`config.mk`:
```
export PLATFORM = sky130hd
export DESIGN_NAME = sync_gen_param
export DESIGN_NICKNAME = d
export VERILOG_FILES = /design/src/rtl/sync_gen_param.sv
export SDC_FILE = /design/constraint.sdc
export NUM_CORES = 1
export LEC_CHECK = 0
export ABC_AREA = 1
export BUFFER_PORTS_ARGS = -buffer_cell sky130_fd_sc_hd__buf_2
export CORE_MARGIN = 5
export CORE_UTILIZATION = 55
export CTS_CLUSTER_DIAMETER = 100
export DETAILED_ROUTE_END_ITERATION = 7
export GPL_TIMING_DRIVEN = 0
export PLACE_DENSITY = 0.76
export RECOVER_POWER = 100
export SYNTH_ARGS = -nofsm -noshare
export SYNTH_HDL_FRONTEND = slang
export SYNTH_SLANG_ARGS = --single-unit
```
`constraint.sdc`:
```
create_clock -name clk -period 1.8 [get_ports clk]
set_input_delay 0.27 -clock clk [delete_from_list [all_inputs] [get_ports clk]]
set_output_delay 0.27 -clock clk [all_outputs]
set_load 0.005 [all_outputs]
```
`src/rtl/sync_gen_param.sv`:
```
// Parametrised VESA-style video timing generator with pixel clock enable.
// All outputs are registered from the current display/prefetch counters (1 ce-cycle latency).
module sync_gen_param #(
  parameter int CW       = 11,
  parameter int H_VIS    = 1280,
  parameter int H_FP     = 48,
  parameter int H_SYNC   = 112,
  parameter int H_BP     = 248,
  parameter int V_VIS    = 1024,
  parameter int V_FP     = 1,
  parameter int V_SYNC   = 3,
  parameter int V_BP     = 38,
  parameter bit H_POL    = 1'b1,
  parameter bit V_POL    = 1'b1,
  parameter int PREFETCH = 2
) (
  input  logic          clk,
  input  logic          rst_n,
  input  logic          ce,
  output logic          vga_h_sync,
  output logic          vga_v_sync,
  output logic          inDisplayArea,
  output logic          inPrefetchArea,
  output logic [CW-1:0] counterX,
  output logic [CW-1:0] counterY,
  output logic [CW-1:0] prefetchCounterX,
  output logic [CW-1:0] prefetchCounterY,
  output logic          frameStart,
  output logic          lineStart
);

  localparam int H_TOTAL = H_VIS + H_FP + H_SYNC + H_BP;
  localparam int V_TOTAL = V_VIS + V_FP + V_SYNC + V_BP;

  typedef logic [CW-1:0] coord_t;

  localparam coord_t H_LAST   = coord_t'(H_TOTAL - 1);
  localparam coord_t V_LAST   = coord_t'(V_TOTAL - 1);
  localparam coord_t H_VIS_C  = coord_t'(H_VIS);
  localparam coord_t V_VIS_C  = coord_t'(V_VIS);
  localparam coord_t H_SS     = coord_t'(H_VIS + H_FP);
  localparam coord_t H_SE     = coord_t'(H_VIS + H_FP + H_SYNC);
  localparam coord_t V_SS     = coord_t'(V_VIS + V_FP);
  localparam coord_t V_SE     = coord_t'(V_VIS + V_FP + V_SYNC);
  localparam coord_t P_INIT   = coord_t'(PREFETCH);
  localparam coord_t ONE      = coord_t'(1);

  coord_t cx, cy, px, py;

  // Display and prefetch counter pairs; the prefetch pair is simply the display
  // pair started PREFETCH pixels ahead, so no modulo arithmetic is needed.
  always_ff @(posedge clk or negedge rst_n) begin
    if (!rst_n) begin
      cx <= '0;
      cy <= '0;
      px <= P_INIT;
      py <= '0;
    end else if (ce) begin
      // NOTE: non-blocking so the output block below sees the pre-increment values.
      if (cx == H_LAST) begin
        cx <= '0;
        cy <= (cy == V_LAST) ? '0 : cy + ONE;
      end else begin
        cx <= cx + ONE;
      end

      if (px == H_LAST) begin
        px <= '0;
        py <= (py == V_LAST) ? '0 : py + ONE;
      end else begin
        px <= px + ONE;
      end
    end
  end

  always_ff @(posedge clk or negedge rst_n) begin
    if (!rst_n) begin
      vga_h_sync       <= ~H_POL;
      vga_v_sync       <= ~V_POL;
      inDisplayArea    <= 1'b0;
      inPrefetchArea   <= 1'b0;
      counterX         <= '0;
      counterY         <= '0;
      prefetchCounterX <= '0;
      prefetchCounterY <= '0;
      frameStart       <= 1'b0;
      lineStart        <= 1'b0;
    end else if (ce) begin
      vga_h_sync       <= (cx >= H_SS && cx < H_SE) ? H_POL : ~H_POL;
      inDisplayArea    <= (cx < H_VIS_C) && (cy < V_VIS_C);
      inPrefetchArea   <= (px < H_VIS_C) && (py < V_VIS_C);
      counterX         <= cx;
      counterY         <= cy;
      prefetchCounterX <= px;
      prefetchCounterY <= py;
      lineStart        <= (cx == '0);
      frameStart       <= (cx == '0) && (cy == '0);
      // vsync only moves on the hsync leading edge so both edges line up.
      if (cx == H_SS)
        vga_v_sync <= (cy >= V_SS && cy < V_SE) ? V_POL : ~V_POL;
    end
  end

endmodule

```
==> results.yml <==
sta:
  layout_min_cycle_time_ns: 1.66
  max_slew_margin_pct: 28.5
  setup_tns_ns: 0
  hold_viol_final: 0
  setup_viol: 0
  max_freq_ghz: 0.604
  fin_ws_ns: 0.145
  maxSlewViolCount: 0
  worstMarginPinSlew_ns: 1.07
  min_period_over_period_pct: 92.0
  skew_ns: 0.0118
  rsz0062_at_grt: "no"
synth:
  synth_simple_gate_area_share_pct: 28.3
  synth_commonest_cells: "143 x nand2_1, 93 x dfrtp_1, 54 x nor2_1, 52 x inv_1, 44 x o21ai_0"
  synth_most_common_cell: "nand2_1"
  syn-cell-area_um2: 4540
  synth_top_family_by_area: "simple AND/OR/NAND/NOR gates"
  ys_async_sr_fraction_pct: 100
  synth_fa_ha_area_share_pct: 2.20
  ys_seq_area_share_pct: 51.8
  synth_compound_area_share_pct: 8.40
  ys_types: 33
  muxShareOfSynthArea_pct: 0
  synthTopCellsByArea: "dfrtp_1 51%, nand2_1 12%, o21ai_0 4.8%"
  synth-seq-cells: 94
  synth.net_count: 561
  yosys_warnings: 0
  syn_area_per_cell_um2: 8.26
  synthCells: 550
  post-synth-top-area-fraction_pct: 51.3
  synth_edf_count: 0
  synthFlopType: "dfrtp_1"
  synth-xor-area-share_pct: 2.31
  yosysTopAreaCell: "dfrtp_1"
global_routing:
  grt_pass1_vias: 3751
  grt_max_degree: 54
  track_usage_pct: 22.3
  overflow: 0
  grt_pass1_wl_um: 18100
  antenna_found_initial: 0
detailed_routing:
  vias: 3897
  drt-total-wl_um: 10600
  avgViaCountPerCell: 5.38
  drtIter0Drc: 257
  antenna_left: 0
  drc: 0
  dr.pass1.iters: 8
  wl_per_cell_um: 14.6
clock_tree:
  clock_path_buffers: 2
  path_clk_slew_ns: 0.08
  cts_tree: "yes"
  root_buffer: "clkbuf_8"
  cts.sinks: 94
  h-tree-depth: 3
  insertion_delay_ns: 0.36
  numCtsBuffers: 9
setup_path:
  slowest_delay_ns: 0.55
  arrival_ns: 1.90
  crit_type: "reg -> reg"
  cp_common_cell: "nand2_1"
  cp.required_ns: 2.04
  cp-end-kind: "register"
  slowest_stage: "dfstp_2"
  crit_fanout: 3
  start_kind: "register"
  cp_cell_sequence: "ha_1, nand2_1, nor3_1, nand2_1, xor2_1, inv_1"
power_and_ir_drop:
  vdd_drop_max_v: 0.000591
  p_per_area_nw_per_um2: 1010
  finalPower_mw: 5.18
  leakage_nw: 2.50
floorplanning:
  io_pins: 53
  dieWidth_um: 101
  fp-row-count: 33
  initial_core_util_pct: 55.8
  coreArea_um2: 8130
  die_h_um: 101
  die_area_um2: 10200
cells_and_area:
  multi_input_area_um2: 1860
  area_delta_synth_final_pct: 13.4
  instances_no_fill: 725
  fillerInstances: 696
  drive_gt1_share_pct: 10.5
  regArea_um2: 2350
  nets: 626
  antenna_cells: 0
  design_area_um2: 5150
placement:
  hpwlAfterDp_um: 7770
  place_ws_ns: 0.199
  placed_cells: 708
  port_buffers: 52
  placed_area_um2: 4960
  gp_congestion: 0.967
run_status:
  status: "complete, no violations"
job:
  maxCapViolCount: 0
worst_hold_path:
  hold_class: "in -> reg"
==> kinds of logic (layout without fill, tap and decap cells) <==
group                      count (synthesis)  in the layout
AOI/OAI and AO/OA                         72             72
xor gates and xnor gates                  12             12
adders and majority gates                  8              8
and+or+nand+nor                          286            286
DFF                                       94             94
buffers and inverters                     78            148
==> per-layer routing <==
layer / share of wire (%) / GRT usage (%)
met4: 2.2 / 7.15
met5: 0 / 0
met1: 44 / 30.3
met2: 49 / 36.1
met3: 5.4 / 4.22
==> cell usage in the layout (no fill, tap or decap), types with 4 or more instances in the layout <==
master / netlist / layout
nor2_4: 5 / 4
ha_1: 8 / 8
buf_2: 10 / 25
a21oi_1: 5 / 5
o21ai_1: 15 / 7
dfrtp_1: 93 / 93
inv_1: 52 / 54
nand3_1: 39 / 38
xor2_1: 12 / 12
clkbuf_1: 4 / 39
nand4_1: 15 / 15
nor2_1: 54 / 54
nand3b_1: 5 / 5
inv_2: 10 / 8
clkbuf_8: 0 / 12
nor3_1: 14 / 16
o21ai_0: 44 / 52
nand2_1: 143 / 143
==> report_power, final <==
part	internal [mW]	switching (mW)	total (mW)	leakage, nW
Sequential	2.38	0.264	2.65	1.17
Combinational	0.329	0.601	0.930	1.21
Clock	0.896	0.710	1.61	0.120
==> path summary, 6_finish.rpt <==
kind	startpoint	end	slack, ns	cells after the start
setup / recovery	px[1]$_DFFE_PN1P_	px[8]$_DFFE_PN0P_	0.14	6
hold reg to reg	lineStart$_DFFE_PN0P_	lineStart$_DFFE_PN0P_	0.48	1
max in group asynchronous	rst_n	prefetchCounterX[1]$_DFFE_PN0P_	0.35	3
setup reg to reg	px[1]$_DFFE_PN1P_	px[8]$_DFFE_PN0P_	0.14	6
min in group asynchronous	rst_n	cy[6]$_DFFE_PN0P_	0.65	2
hold / removal	ce	counterX[9]$_DFFE_PN0P_	0.48	4
==> stage by stage <==
stage | utilization, % | hold slack [ns]
after CTS | 64.0 | 0.330
after global routing | 63.3 | 0.515
final | 63.3 | 0.480
after global placement | 60.6 | 0.451
after floorplan | - | -0.0256
after detailed placement | 61.0 | 0.298
==> state kept, by name (all words and copies together) (netlist names) <==
register          flops
prefetchCounterX     11
counterX             11
vga_v_sync            1
vga_h_sync            1
lineStart             1
inPrefetchArea        1
cx                   11
frameStart            1
px                   11
counterY             11
cy                   11
inDisplayArea         1
prefetchCounterY     11
py                   11
==> repair_timing <==
item | 4_1_cts | 5_1_grt
endpoints found under the hold margin | 40 | 0
setup endpoints to repair | 0 | 2
hold buffers | 1 | 0
gates resized for setup | 0 | 2
buffers inserted | 0 | 0
==> critical path: cells and delay by family, from the launching register on <==
kind	cells	cell delay (ns)
flip-flops	1	0.55
XOR/XNOR	1	0.19
AND/OR/NAND/NOR	3	0.54
adder cells (fa/ha/maj)	1	0.21
buffers and inverters	1	0.06
==> area by class of cell <==
cell class              instances  share of cell area (%)
flip-flops and latches         94                    45.7
clock buffers                  13                    3.28
multi-input cells             378                    36.1
repair buffers                 54                    5.13
well taps                     105                    2.55
clock inverters                 3                    1.26
inverters                      62                    4.52
plain buffers                  16                    1.43
(Power assumes the default switching activity.)
